--- config.mk ---
export PLATFORM = sky130hd
export DESIGN_NAME = record_timer
export DESIGN_NICKNAME = d
export VERILOG_FILES = /design/src/rtl/record_timer.sv
export SDC_FILE = /design/constraint.sdc
export NUM_CORES = 1
export LEC_CHECK = 0
export ABC_AREA = 0
export CAP_MARGIN = 0
export CORE_ASPECT_RATIO = 0.5
export CORE_UTILIZATION = 59
export CTS_BUF_LIST = sky130_fd_sc_hd__clkbuf_4 sky130_fd_sc_hd__clkbuf_8
export DETAILED_ROUTE_END_ITERATION = 8
export PLACE_DENSITY = 0.86
export RECOVER_POWER = 100
export SLEW_MARGIN = 5
export SYNTH_ARGS = -nofsm -noshare
export SYNTH_HDL_FRONTEND = slang
export SYNTH_SLANG_ARGS = --single-unit
--- constraint.sdc ---
create_clock -name i_clk -period 3.5 [get_ports i_clk]
set_input_delay 0.7 -clock i_clk [delete_from_list [all_inputs] [get_ports i_clk]]
set_output_delay 0.7 -clock i_clk [all_outputs]
set_load 0.02 [all_outputs]
--- src/rtl/record_timer.sv ---
// Elapsed-seconds timer: start/pause/stop commands drive a prescaled seconds
// count presented as binary and as two BCD digits, saturating at MAX_SEC.
module record_timer #(
    parameter int CLK_FREQ = 50_000_000,
    parameter int MAX_SEC  = 32
) (
    input  logic       i_clk,
    input  logic       i_rst,
    input  logic       i_start,
    input  logic       i_pause,
    input  logic       i_stop,
    output logic [6:0] o_sec,
    output logic [3:0] o_ten,
    output logic [3:0] o_one,
    output logic       o_tick,
    output logic       o_running,
    output logic       o_done
);

    localparam int PW = (CLK_FREQ > 1) ? $clog2(CLK_FREQ) : 1;
    localparam logic [PW-1:0] PRESC_TC   = PW'(CLK_FREQ - 1);
    localparam logic [PW-1:0] PRESC_ZERO = PW'(0);
    localparam logic [PW-1:0] PRESC_ONE  = PW'(1);
    localparam logic [6:0]    SEC_MAX    = 7'(MAX_SEC);

    typedef enum logic [1:0] {
        ST_IDLE  = 2'd0,
        ST_RUN   = 2'd1,
        ST_PAUSE = 2'd2,
        ST_DONE  = 2'd3
    } state_t;

    state_t        state_r;
    state_t        state_s;
    logic [PW-1:0] presc_r;
    logic [PW-1:0] presc_s;
    logic [6:0]    sec_r;
    logic [6:0]    sec_s;
    logic [6:0]    sec_inc_s;
    logic [3:0]    ten_r;
    logic [3:0]    ten_s;
    logic [3:0]    one_r;
    logic [3:0]    one_s;
    logic          tick_r;
    logic          tick_s;
    logic          running_r;
    logic          done_r;
    logic          tc_s;

    // Digits count on their own so the display path never needs a divider.
    function automatic logic [7:0] bcd_inc(input logic [3:0] ten, input logic [3:0] one);
        logic [7:0] res;
        if (one == 4'd9) begin
            res = {ten + 4'd1, 4'd0};
        end else begin
            res = {ten, one + 4'd1};
        end
        return res;
    endfunction

    assign tc_s      = (presc_r == PRESC_TC);
    assign sec_inc_s = sec_r + 7'd1;

    // State and datapath registers; running/done are registered from next state.
    always_ff @(posedge i_clk) begin
        if (i_rst) begin
            state_r   <= ST_IDLE;
            presc_r   <= PRESC_ZERO;
            sec_r     <= 7'd0;
            ten_r     <= 4'd0;
            one_r     <= 4'd0;
            tick_r    <= 1'b0;
            running_r <= 1'b0;
            done_r    <= 1'b0;
        end else begin
            state_r   <= state_s;
            presc_r   <= presc_s;
            sec_r     <= sec_s;
            ten_r     <= ten_s;
            one_r     <= one_s;
            tick_r    <= tick_s;
            running_r <= (state_s == ST_RUN);
            done_r    <= (state_s == ST_DONE);
        end
    end

    // Next state: stop beats start beats pause; reaching the limit beats pause.
    always_comb begin
        state_s = state_r;
        case (state_r)
            ST_IDLE: begin
                if (i_stop) begin
                    state_s = ST_IDLE;
                end else if (i_start) begin
                    state_s = ST_RUN;
                end else begin
                    state_s = ST_IDLE;
                end
            end
            ST_RUN: begin
                if (i_stop) begin
                    state_s = ST_IDLE;
                end else if (tc_s && (sec_inc_s == SEC_MAX)) begin
                    state_s = ST_DONE;
                end else if (i_start) begin
                    state_s = ST_RUN;
                end else if (i_pause) begin
                    state_s = ST_PAUSE;
                end else begin
                    state_s = ST_RUN;
                end
            end
            ST_PAUSE, ST_DONE: begin
                if (i_stop) begin
                    state_s = ST_IDLE;
                end else if (i_start) begin
                    state_s = ST_RUN;
                end else begin
                    state_s = state_r;
                end
            end
            default: begin
                state_s = ST_IDLE;
            end
        endcase
    end

    // Datapath: prescaler, seconds, BCD digits and the tick pulse.
    always_comb begin
        presc_s = presc_r;
        sec_s   = sec_r;
        ten_s   = ten_r;
        one_s   = one_r;
        tick_s  = 1'b0;
        case (state_r)
            ST_RUN: begin
                if (i_stop) begin
                    presc_s = PRESC_ZERO;
                    sec_s   = 7'd0;
                    ten_s   = 4'd0;
                    one_s   = 4'd0;
                end else if (tc_s) begin
                    presc_s        = PRESC_ZERO;
                    sec_s          = sec_inc_s;
                    {ten_s, one_s} = bcd_inc(ten_r, one_r);
                    tick_s         = 1'b1;
                end else if (i_pause && !i_start) begin
                    presc_s = presc_r;
                end else begin
                    presc_s = presc_r + PRESC_ONE;
                end
            end
            ST_PAUSE: begin
                if (i_stop) begin
                    presc_s = PRESC_ZERO;
                    sec_s   = 7'd0;
                    ten_s   = 4'd0;
                    one_s   = 4'd0;
                end else begin
                    presc_s = presc_r;
                end
            end
            ST_DONE: begin
                if (i_stop || i_start) begin
                    presc_s = PRESC_ZERO;
                    sec_s   = 7'd0;
                    ten_s   = 4'd0;
                    one_s   = 4'd0;
                end else begin
                    presc_s = PRESC_ZERO;
                end
            end
            default: begin
                presc_s = PRESC_ZERO;
                sec_s   = 7'd0;
                ten_s   = 4'd0;
                one_s   = 4'd0;
            end
        endcase
    end

    assign o_sec     = sec_r;
    assign o_ten     = ten_r;
    assign o_one     = one_r;
    assign o_tick    = tick_r;
    assign o_running = running_r;
    assign o_done    = done_r;

endmodule

* After elaboration in Yosys (flattened, before gate mapping)
Cells that the tools add are included.
** Cells by class
- Add/sub/neg operators :: 4
- Multipliers :: 0
- Divide/modulo/power cells :: 0
- $lt $le $gt $ge :: 0
- Equal/unequal tests :: 13
- Shift operators :: 0
- Muxes and demuxes :: 29
- Bitwise gates (word level) :: 1
- Reductions and logical operators :: 10
** Operator list (count)
- two-way mux 26 bit :: 4
- one-hot mux 26 bit (2 select lines) :: 1
- two-way mux 7 bit :: 4
- adder 26 x 1 -> 26 bit, second input constant :: 1
- equality test 26 bit, second input constant :: 1
- two-way mux 4 bit :: 6
- one-hot mux 4 bit (3 select lines) :: 2
- one-hot mux 7 bit (3 select lines) :: 1
- two-way mux 2 bit :: 6
- adder 4 x 1 -> 4 bit, second input constant :: 2
- two-way mux 8 bit :: 1
- adder 7 x 1 -> 7 bit, second input constant :: 1
- equality test 7 x 6 -> 1 bit, second input constant :: 1
- equality test 2 bit, second input constant :: 3
- != test 3 bit, second input constant :: 2
- one-hot mux 2 bit (3 select lines) :: 1
- equality test 2 x 1 -> 1 bit, second input constant :: 2
- equality test 4 bit, second input constant :: 1
- != test 2 bit, second input constant :: 2
- != test 4 bit, second input constant :: 1
- AND reduction 4 bit :: 1
- two-way mux 1 bit :: 3
- AND reduction 3 bit :: 1
- OR reduction 3 bit :: 1
- other kinds (7) :: 8
** Storage, ports and cells
- Flip-flop bits (word level) :: 46
- Latch bits :: 0
- Bits in writable memories :: 0
- Bits in read-only memories :: 0
- Bits of input ports :: 5
- Output and inout port bits :: 18
- Word-level logic and storage cells :: 65
- Memories :: 0

* Depth between registers and ports, before layout
Gate-level depths: netlist (run 1).
- Depth in word-level cells :: 7
- Gate-level depth with buffers :: 8
- Depth with buffers taken out :: 6

* Worst setup path after synthesis (run 1)
Ideal clock, no wire load.
- Kind :: in2reg
- Start :: in i_stop
- End :: reg presc_r[10]
- Setup time :: 0.066 ns
- Arrival :: 2.044 ns
- Required time :: 3.434 ns
- Slack :: 1.390 ns
- Stages :: 7
- Buffers on the path :: 3
- Cell sequence :: or3b_1 -> buf_6 -> a211oi_4 -> buf_6 -> buf_6 -> o31ai_1 -> a21oi_2
** Between the ends
- Cells in the longest elaborated chain, start to end :: 2
- Elaborated cells on any way between the ends :: 5
- Those cells by class :: 2 x eq/ne; 2 x mux; 1 x reduce/logical
** RTL lines
- start, declared :: line 11 : input logic i_stop,
- != test 4 bit (no source line), or another cell as far along
- AND reduction 2 bit (no source line) / one-hot mux 26 bit (2 select lines) (equally long branches)
- end signal, assigned :: line 77 : presc_r <= presc_s;
- end, declared :: line 35 : logic [PW-1:0] presc_r;
Several ways; a longest one is shown, not always the timed one.
A chain may end at the register's enable or synchronous reset.

* Final worst setup path (run 1)
- Start :: in i_stop
- End :: reg presc_r[18]
The elaborated chain is that of the path after synthesis.

==> results of run 1 <==
-- registers in the layout, summed over array words and instances (netlist names) --
signal,flops
o_running,1
o_done,1
state_r,2
o_tick,1
o_one,4
presc_r,26
o_ten,4
o_sec,7
-- area by class of cell --
type	count	area, sq um	share of cell area
clock buffers	5	68.82	0.02293
flip-flops and latches	46	920.9	0.3068
inverters	7	26.28	0.008754
multi-input cells	250	1618	0.5390
repair buffers	29	260.3	0.08670
well taps	54	67.56	0.02251
clock inverters	3	40.04	0.01334
-- worst min-delay path: stages (launching register included) --
cell and delay (ns):
dfxtp_1 0.33, nand2_1 0.06, o2bb2ai_1 0.05
-- stage by stage --
step | instance area [sq um] | total power, mW
final | 3002 | 0.9657
after global routing | 3002 | 0.9960
after CTS | 3018 | 0.9708
after detailed placement | 2909 | 0.5799
after global placement | 2909 | 0.5790
after floorplan | 2665 | 0.5650
-- layer usage --
metal | up-vias | GRT usage | routed length [um]
li1 | 1293 | - | -
met1 | 1260 | 0.3640 | 3009
met2 | 94 | 0.4531 | 3011
met3 | 15 | 0.05390 | 374
met4 | 0 | 0.1169 | 102
met5 | - | 0 | 0
-- power by group --
part / switching [mW] / internal, mW / total (mW)
combinational: 0.0261 / 0.0140 / 0.0401
clock: 0.188 / 0.210 / 0.399
sequential: 0.00232 / 0.525 / 0.527
-- kinds of logic (layout without fill, tap and decap cells) --
logic type,count (synthesis),count (layout),share of synthesized area
DFF,46,46,0.3455
and+or+nand+nor,147,147,0.3282
AOI/OAI and AO/OA,93,93,0.2357
buffers and inverters,23,44,0.04789
adders and majority gates,6,6,0.02817
xor gates and xnor gates,1,1,0.003287
muxes,3,3,0.01127
-- worst max path at each step --
stage,from,endpoint,slack [ns],cells after the start
finish,i_stop,presc_r[18],0.58,7
global route,i_stop,presc_r[7],0.47,7
global placement,i_stop,presc_r[17],0.74,6
floorplan,i_stop,presc_r[10],1.39,7
detailed placement,i_stop,presc_r[17],0.70,6
CTS,i_stop,presc_r[17],1.03,6
-- placed cells by master, fill, tap and decap left out, types with 3 or more instances in the layout --
| cell | netlist | routed |
|---|---|---|
| nor3_1 | 6 | 6 |
| inv_1 | 7 | 7 |
| nand2b_1 | 3 | 3 |
| a31o_2 | 3 | 3 |
| or3_1 | 5 | 5 |
| and2_1 | 5 | 5 |
| ha_1 | 6 | 6 |
| or4_1 | 18 | 19 |
| o21ai_0 | 10 | 11 |
| clkbuf_8 | 0 | 5 |
| nor4_1 | 12 | 12 |
| a21oi_1 | 30 | 30 |
| nand3_1 | 18 | 18 |
| and3_1 | 6 | 6 |
| o31ai_1 | 21 | 21 |
| nor2_1 | 11 | 11 |
| nand2_1 | 29 | 29 |
| and4_1 | 5 | 5 |
| buf_4 | 0 | 3 |
| dlygate4sd3_1 | 0 | 19 |
| nand4_1 | 11 | 11 |
| mux2i_1 | 3 | 3 |
| clkdlybuf4s50_1 | 0 | 3 |
| dfxtp_1 | 46 | 46 |
==> reports/metrics.csv, run 1 <==
stage,metric,value,unit
clock_network,clock_latency,0.31,ns
final_layout,nFillCells,302,
clock_network,cts_setup_buffers,0,
power,leakage,0.9839,nW
setup_path,rrSetupSlack,0.93,ns
setup_path,cp_common_cell,a21oi_1,
global_routing,gr-usage-all-layers,0.2774,
clock_network,cts_tree,built,
synth,synth_ff_type,dfxtp_1,
synth,synth_common_cells,"46 x dfxtp_1, 30 x a21oi_1, 29 x nand2_1",
global_routing,grt_max_degree,46,
final_layout,instances_no_fill,394,
clock_network,cts_root_buffer,clkbuf_8,
job,drv_cap,0,
routing,ant_nets,0,
floorplan,pin_count,23,
setup_path,cp-start-kind,input pin,
synth,synthArstFlopShare,0,
synth,synth-edff-count,0,
placement,io_buffers,22,
routing,num_vias,2662,
synth,yosysMostFrequentCell,dfxtp_1,
final_layout,area_growth,12.63,%
setup_path,cp.arrival,3.14,ns
sta,period_minus_slack,2.916,ns
sta,setup-violations-final,0,
synth,yosys-top-cells-area,"dfxtp_1 35%, o31ai_1 5.9%, a21oi_1 5.6%",
synth,ys_seq_area_frac,0.3455,
floorplan,die_w,97.05,um
synth,postSynthNetCount,330,
sta,slew_headroom,0.4906,
placement,place_congestion,0.8921,
placement,place_worst_setup_slack,0.6985,ns
placement,dp_cells,386,
sta,finalHoldViolCount,0,
power,power.density,321.7,mW/mm^2
final_layout,postLayoutCoreUtil,0.7314,
setup_path,cpPeakStageDelay,0.60,ns
setup_path,path_cells,dlygate4sd3_1 -> or3b_1 -> a21oi_1 -> clkbuf_1 -> o21ai_0 -> clkbuf_2 -> a21oi_1,
routing,wire_per_inst,16.49,um
setup_path,r2r_cells,6,
final_layout,drive_gt1_frac,0.08824,
sta,worst_slack,0.5841,ns
sta,grt_setup_unrepaired,false,
setup_path,r2r-start,presc_r[24],
clock_network,cts_resized,0,
clock_network,cts_sinks,46,
sta,period_share,0.8331,
setup_path,slowest_stage,dlygate4sd3_1,
clock_network,clkTransAtPathRegs,0.09,ns
synth,synth_top_cell_by_area,dfxtp_1,
setup_path,critical_path_class,in2reg,
synth,synth_seq_cells,46,
sta,skew,0.01281,ns
min_path,hold_path_end,o_ten[3],
sta,max_freq,0.3429,GHz
routing,firstDrtPassIters,5,
min_path,hp-class,reg2reg,
synth,synth_cell_types,59,
global_routing,grt_pass1_vias,2323,
outcome,status,completed,
synth,syn_area,0.002665,sq mm
routing,drtIter0Drc,230,
setup_path,critPathBufInv,3,
sta,hold_ws,0.4772,ns
sta,tightest_slew,0.7641,ns
routing,via_per_inst,6.756,
clock_network,htreeDepth,2,
setup_path,cp_max_fo,21,
power,vdd_drop_max,0.1941,mV
final_layout,layout.nets,350,
sta,setup_tns,0,ns
floorplan,start_util,0.6494,
routing,drc,0,
synth,syn_avg_cell_area,8.354,sq um
clock_network,numCtsBuffers,5,
floorplan,dieArea,0.004806,sq mm
setup_path,crit_path_end_kind,flip-flop,
floorplan,num_rows,16,
setup_path,cpLargestDelayFamily,buffers and inverters,
global_routing,antenna_found_initial,0,
clock_network,cts_max_path_buffers,2,
synth,synthCells,319,
synth,synth_warnings,0,
global_routing,grt_overflow_total,0,
synth,yosysTopAreaCellShare,0.3455,
setup_path,regToRegEndpoint,presc_r[18],
routing,wirelength,6497,um
global_routing,grt_pass1_wl,10740,um
min_path,hold_path_depth,2,
floorplan,die_y,49.53,um
placement,hpwl,4454,um
min_path,hold_start,o_ten[3],
floorplan,core-area,0.004104,sq mm
final_layout,n_antenna_cell,0,
clock_network,hold_buffers,0,
sta,drv_slew,0,
setup_path,required,3.73,ns
Note: power is estimated with default switching activity, not from simulation.
==> inputs of run 2 (changes only) <==
--- a/config.mk
+++ b/config.mk
@@ -8,10 +8,10 @@
 export ABC_AREA = 0
 export CAP_MARGIN = 0
 export CORE_ASPECT_RATIO = 0.5
-export CORE_UTILIZATION = 59
+export CORE_UTILIZATION = 54
 export CTS_BUF_LIST = sky130_fd_sc_hd__clkbuf_4 sky130_fd_sc_hd__clkbuf_8
 export DETAILED_ROUTE_END_ITERATION = 8
-export PLACE_DENSITY = 0.86
+export PLACE_DENSITY = 0.83
 export RECOVER_POWER = 100
 export SLEW_MARGIN = 5
 export SYNTH_ARGS = -nofsm -noshare
==> constraint.sdc (replaced) <==
create_clock -name i_clk -period 2.6 [get_ports i_clk]
set_input_delay 0.52 -clock i_clk [delete_from_list [all_inputs] [get_ports i_clk]]
set_output_delay 0.52 -clock i_clk [all_outputs]
set_load 0.02 [all_outputs]
==> reports/metrics.csv, run 2 (synthesis gave the netlist of run 1 again) <==
stage,metric,value,unit,change
outcome,status,completed,,
clock_network,clock_latency,0.30,ns,about the same
sta,grt_setup_unrepaired,false,,
routing,num_vias,2723,,+2.3%
min_path,hold_start,presc_r[25],,
setup_path,crit_path_end_kind,flip-flop,,
placement,hpwl,4777,um,+7.2%
routing,wire_per_inst,16.72,um,+1.4%
clock_network,cts_max_path_buffers,2,,unchanged
clock_network,numCtsBuffers,5,,unchanged
min_path,hp-class,reg2reg,,
setup_path,cp.arrival,2.63,ns,-0.51 ns
routing,ant_nets,0,,unchanged
sta,slew_headroom,0.6084,,+0.1179
clock_network,cts_resized,0,,unchanged
final_layout,largest_register,presc_r,,
final_layout,layout.nets,356,,+1.7%
final_layout,layout_common_cells,"46 x dfxtp_1, 30 x a21oi_1, 29 x nand2_1",,
clock_network,cts_sinks,46,,unchanged
sta,tightest_slew,0.5820,ns,-0.1821 ns
floorplan,start_util,0.5828,,-0.06663
sta,skew,0.006089,ns,-0.006722 ns
placement,dpl_cell_area,0.002982,sq mm,+2.5%
floorplan,pin_count,23,,unchanged
setup_path,critical_path_class,in2reg,,
floorplan,num_rows,17,,+1
sta,setup-violations-final,0,,unchanged
global_routing,grt_overflow_total,0,,unchanged
floorplan,core-area,0.004573,sq mm,+11%
power,power.density,390.1,mW/mm^2,+21%
floorplan,die_w,101.4,um,+4.4%
job,drv_cap,0,,unchanged
final_layout,largest_register_ffs,26,,unchanged
clock_network,htreeDepth,2,,unchanged
final_layout,final_common_cell,dfxtp_1,,
sta,finalHoldViolCount,0,,unchanged
placement,io_buffers,22,,unchanged
clock_network,cts_root_buffer,clkbuf_8,,
routing,drc,0,,unchanged
power,leakage,1.005,nW,+2.1%
floorplan,die_y,51.68,um,+4.3%
global_routing,gr-usage-all-layers,0.2824,,+0.004967
setup_path,required,2.80,ns,-0.93 ns
setup_path,r2r-start,presc_r[0],,
clock_network,clkTransAtPathRegs,0.09,ns,about the same
sta,max_freq,0.4104,GHz,
final_layout,stdcell_area,0.003037,sq mm,+1.2%
global_routing,grt_pass1_wl,11410,um,+6.2%
setup_path,cp-startpoint,i_stop,,
clock_network,hold_buffers,0,,unchanged
global_routing,grt_max_degree,46,,unchanged
sta,period_share,0.9371,,
global_routing,antenna_found_initial,0,,unchanged
final_layout,area_growth,13.94,%,
sta,setup_tns,0,ns,unchanged
sta,drv_slew,0,,unchanged
clock_network,cts_setup_buffers,0,,unchanged
sta,period_minus_slack,2.436,ns,
setup_path,cp_max_fo,45,,+110%
final_layout,n_antenna_cell,0,,unchanged
placement,place_congestion,0.9685,,+8.6%
global_routing,grt_pass1_vias,2428,,+4.5%
setup_path,cp-start-kind,input pin,,
final_layout,drive_gt1_frac,0.1014,,+0.01321
routing,firstDrtPassIters,6,,+1
power,vdd_drop_max,0.3139,mV,+62%
clock_network,cts_tree,built,,
routing,drtIter0Drc,267,,+16%
routing,wirelength,6870,um,+5.7%
floorplan,dieArea,0.005237,sq mm,+9.0%
routing,via_per_inst,6.625,,-1.9%
## run 2: changes by cell type in the layout (fill, tap and decap cells not counted)
cell	change
clkbuf_1	-1
and4_1	+1
o21ai_0	-2
and4_2	-1
clkbuf_2	-1
buf_4	+7
o21ai_1	+2
bufinv_16	-1
clkbuf_4	+1
## run 2: routing by layer
metal | track usage | wire (um)
met4 | 0.1159 | 90
met1 | 0.3689 | 3139
met2 | 0.4569 | 3182
met3 | 0.06317 | 458
met5 | 0 | 0
## run 2: area by class of cell
class / instances / area [sq um]
clock buffer: 5 / 68.82
fill: 388 / 1536
multi-input combinational: 250 / 1617
sequential: 46 / 920.9
tap: 66 / 82.58
timing repair buffer: 35 / 311.5
clock inverter: 2 / 10.01
inverter: 7 / 26.28
## run 2: worst max-delay path, stage by stage
cell,delay (ns)
dlygate4sd3_1,0.62
or3b_1,0.52
a211oi_4,0.23
clkbuf_4,0.44
nor4_1,0.11
o21a_1,0.18
## run 2: metrics by stage
stage | hold slack (ns) | power (mW) | util | std cells | setup WS, ns
CTS | 0.4932 | 1.192 | 0.6692 | 411 | 0.3023
floorplan | 0.4472 | 0.7606 | - | 319 | 0.6701
global route | 0.5248 | 1.228 | 0.6640 | 411 | 0.06646
global placement | 0.4635 | 0.7839 | 0.6520 | 404 | 0.1860
detailed placement | 0.4828 | 0.7859 | 0.6520 | 404 | 0.1096
finish | 0.4971 | 1.185 | 0.6640 | 411 | 0.1635
## run 2: power breakdown
group	total (mW)	switching [mW]	internal [mW]
registers	0.709	0.00305	0.706
clock network	0.417	0.236	0.181
logic	0.0588	0.0366	0.0222
## run 2: path summary, 6_finish.rpt
kind,end,slack [ns],cells past startpoint
worst max register to register,presc_r[18],0.23,6
worst min-delay path,presc_r[25],0.50,2
worst min register to register,presc_r[25],0.50,2
worst max-delay path,presc_r[12],0.16,6
==> inputs of run 3 (changes only) <==
--- a/config.mk
+++ b/config.mk
@@ -8,6 +8,7 @@
 export ABC_AREA = 0
 export CAP_MARGIN = 0
 export CORE_ASPECT_RATIO = 0.5
+export CORE_MARGIN = 2
 export CORE_UTILIZATION = 54
 export CTS_BUF_LIST = sky130_fd_sc_hd__clkbuf_4 sky130_fd_sc_hd__clkbuf_8
 export DETAILED_ROUTE_END_ITERATION = 8
==> reports/metrics.csv, run 3 (synthesis gave the netlist of run 1 again) <==
stage,metric,value,unit,change
final_layout,instances_no_fill,412,,+0.24%
setup_path,slowest_stage,dlygate4sd3_1,,
global_routing,grt_max_degree,46,,unchanged
sta,max_freq,0.4197,GHz,+2.3%
min_path,hp-class,reg2reg,,
placement,hpwl,4742,um,-0.72%
placement,place_congestion,0.9716,,+0.32%
floorplan,core-area,0.004573,sq mm,unchanged
clock_network,clkTransAtPathRegs,0.09,ns,about the same
clock_network,clock_latency,0.30,ns,about the same
final_layout,largest_register_ffs,26,,unchanged
sta,hold_ws,0.4911,ns,-0.005980 ns
routing,drc,0,,unchanged
final_layout,drive_gt1_frac,0.1040,,+0.002597
placement,io_buffers,22,,unchanged
sta,tightest_slew,0.5901,ns,+0.008138 ns
routing,ant_nets,0,,unchanged
clock_network,htreeDepth,2,,unchanged
final_layout,area_growth,15.45,%,
setup_path,cp_max_fo,45,,unchanged
power,vdd_drop_max,0.2148,mV,-32%
job,drv_cap,0,,unchanged
routing,drtIter0Drc,189,,-29%
global_routing,grt_pass1_wl,11630,um,+1.9%
power,leakage,1.025,nW,+2.0%
final_layout,layout_common_cells,"46 x dfxtp_1, 30 x a21oi_1, 29 x nand2_1",,
sta,setup-violations-final,0,,unchanged
routing,wire_per_inst,16.81,um,+0.57%
sta,finalHoldViolCount,0,,unchanged
setup_path,critical_path_class,in2reg,,
final_layout,largest_register,presc_r,,
setup_path,cpLargestDelayFamily,buffers and inverters,,
setup_path,crit_path_end_kind,flip-flop,,
clock_network,numCtsBuffers,5,,unchanged
setup_path,cp.arrival,2.57,ns,-0.06 ns
sta,skew,0.01113,ns,+0.005038 ns
final_layout,n_antenna_cell,0,,unchanged
outcome,status,completed,,
clock_network,cts_resized,0,,unchanged
setup_path,critPathBufInv,2,,unchanged
sta,setup_tns,0,ns,unchanged
final_layout,layout.nets,356,,unchanged
setup_path,cp-start-kind,input pin,,
sta,period_minus_slack,2.383,ns,-0.05367 ns
power,power.density,429.1,mW/mm^2,+10%
floorplan,pin_count,23,,unchanged
sta,grt_setup_unrepaired,false,,
clock_network,cts_max_path_buffers,2,,unchanged
floorplan,die_w,103.4,um,+2.0%
setup_path,cpPeakStageDelay,0.62,ns,about the same
floorplan,num_rows,17,,unchanged
routing,wirelength,6926,um,+0.82%
floorplan,dieArea,0.005547,sq mm,+5.9%
clock_network,cts_setup_buffers,0,,unchanged
global_routing,grt_pass1_vias,2512,,+3.5%
global_routing,antenna_found_initial,0,,unchanged
routing,num_vias,2707,,-0.59%
floorplan,die_y,53.68,um,+3.9%
placement,dp_cells,404,,unchanged
sta,drv_slew,0,,unchanged
global_routing,gr-usage-all-layers,0.2723,,-0.01007
clock_network,cts_tree,built,,
sta,slew_headroom,0.6029,,-0.005476
routing,firstDrtPassIters,7,,+1
clock_network,cts_root_buffer,clkbuf_8,,
setup_path,required,2.79,ns,about the same
clock_network,hold_buffers,0,,unchanged
clock_network,cts_sinks,46,,unchanged
routing,via_per_inst,6.570,,-0.83%
floorplan,start_util,0.5828,,unchanged
sta,period_share,0.9165,,-0.02064
setup_path,path_cells,dlygate4sd3_1 -> or3b_1 -> a211oi_1 -> buf_12 -> nor4_1 -> mux2i_1,,
global_routing,grt_overflow_total,0,,unchanged
final_layout,final_common_cell,dfxtp_1,,
==> run 3: per-layer routing <==
metal  up-vias  share of wire  global-route usage
met3        14          0.075             0.05974
met1      1275           0.44              0.3445
li1       1310              -                   -
met2       108           0.47              0.4720
met5         -              0                   0
met4         0          0.014             0.08772
==> run 3: path summary, 6_finish.rpt <==
path / start / endpoint / slack [ns] / cells past startpoint
max reg2reg: presc_r[0] / presc_r[18] / 0.26 / 6
min reg2reg: presc_r[25] / presc_r[25] / 0.49 / 2
max: i_stop / presc_r[17] / 0.22 / 6
min: presc_r[25] / presc_r[25] / 0.49 / 2
==> run 3: metrics by stage <==
step,util,cell area [sq um],setup slack (ns),power (mW)
floorplan,-,2665,0.6701,0.7606
global placement,0.6520,2982,0.2002,0.7836
detailed placement,0.6520,2982,0.08734,0.7858
CTS,0.6769,3095,0.3288,1.327
global route,0.6728,3077,0.1152,1.356
finish,0.6728,3077,0.2172,1.320
==> run 3: final cells by class <==
cell class	instances	area [sq um]
Clock inverter	1	30.03
Inverter	7	26.28
Multi-Input combinational cell	250	1607
Sequential cell	46	920.9
Timing Repair Buffer	35	326.6
Tap cell	66	82.58
Clock buffer	7	83.83
Fill cell	375	1496
==> run 3: tightest hold or removal path: cells and delay by family (launching register included) <==
kind | cells | cell delay [ns]
compound gates | 2 | 0.12
flops | 1 | 0.33
==> run 3: report_power, final <==
group	total [mW]	switching (mW)	internal, mW	leakage (nW)
Clock	0.552	0.244	0.309	0.0593
Combinational	0.0583	0.0357	0.0226	0.595
Sequential	0.709	0.00303	0.706	0.371
Total	1.32	0.282	1.04	1.02
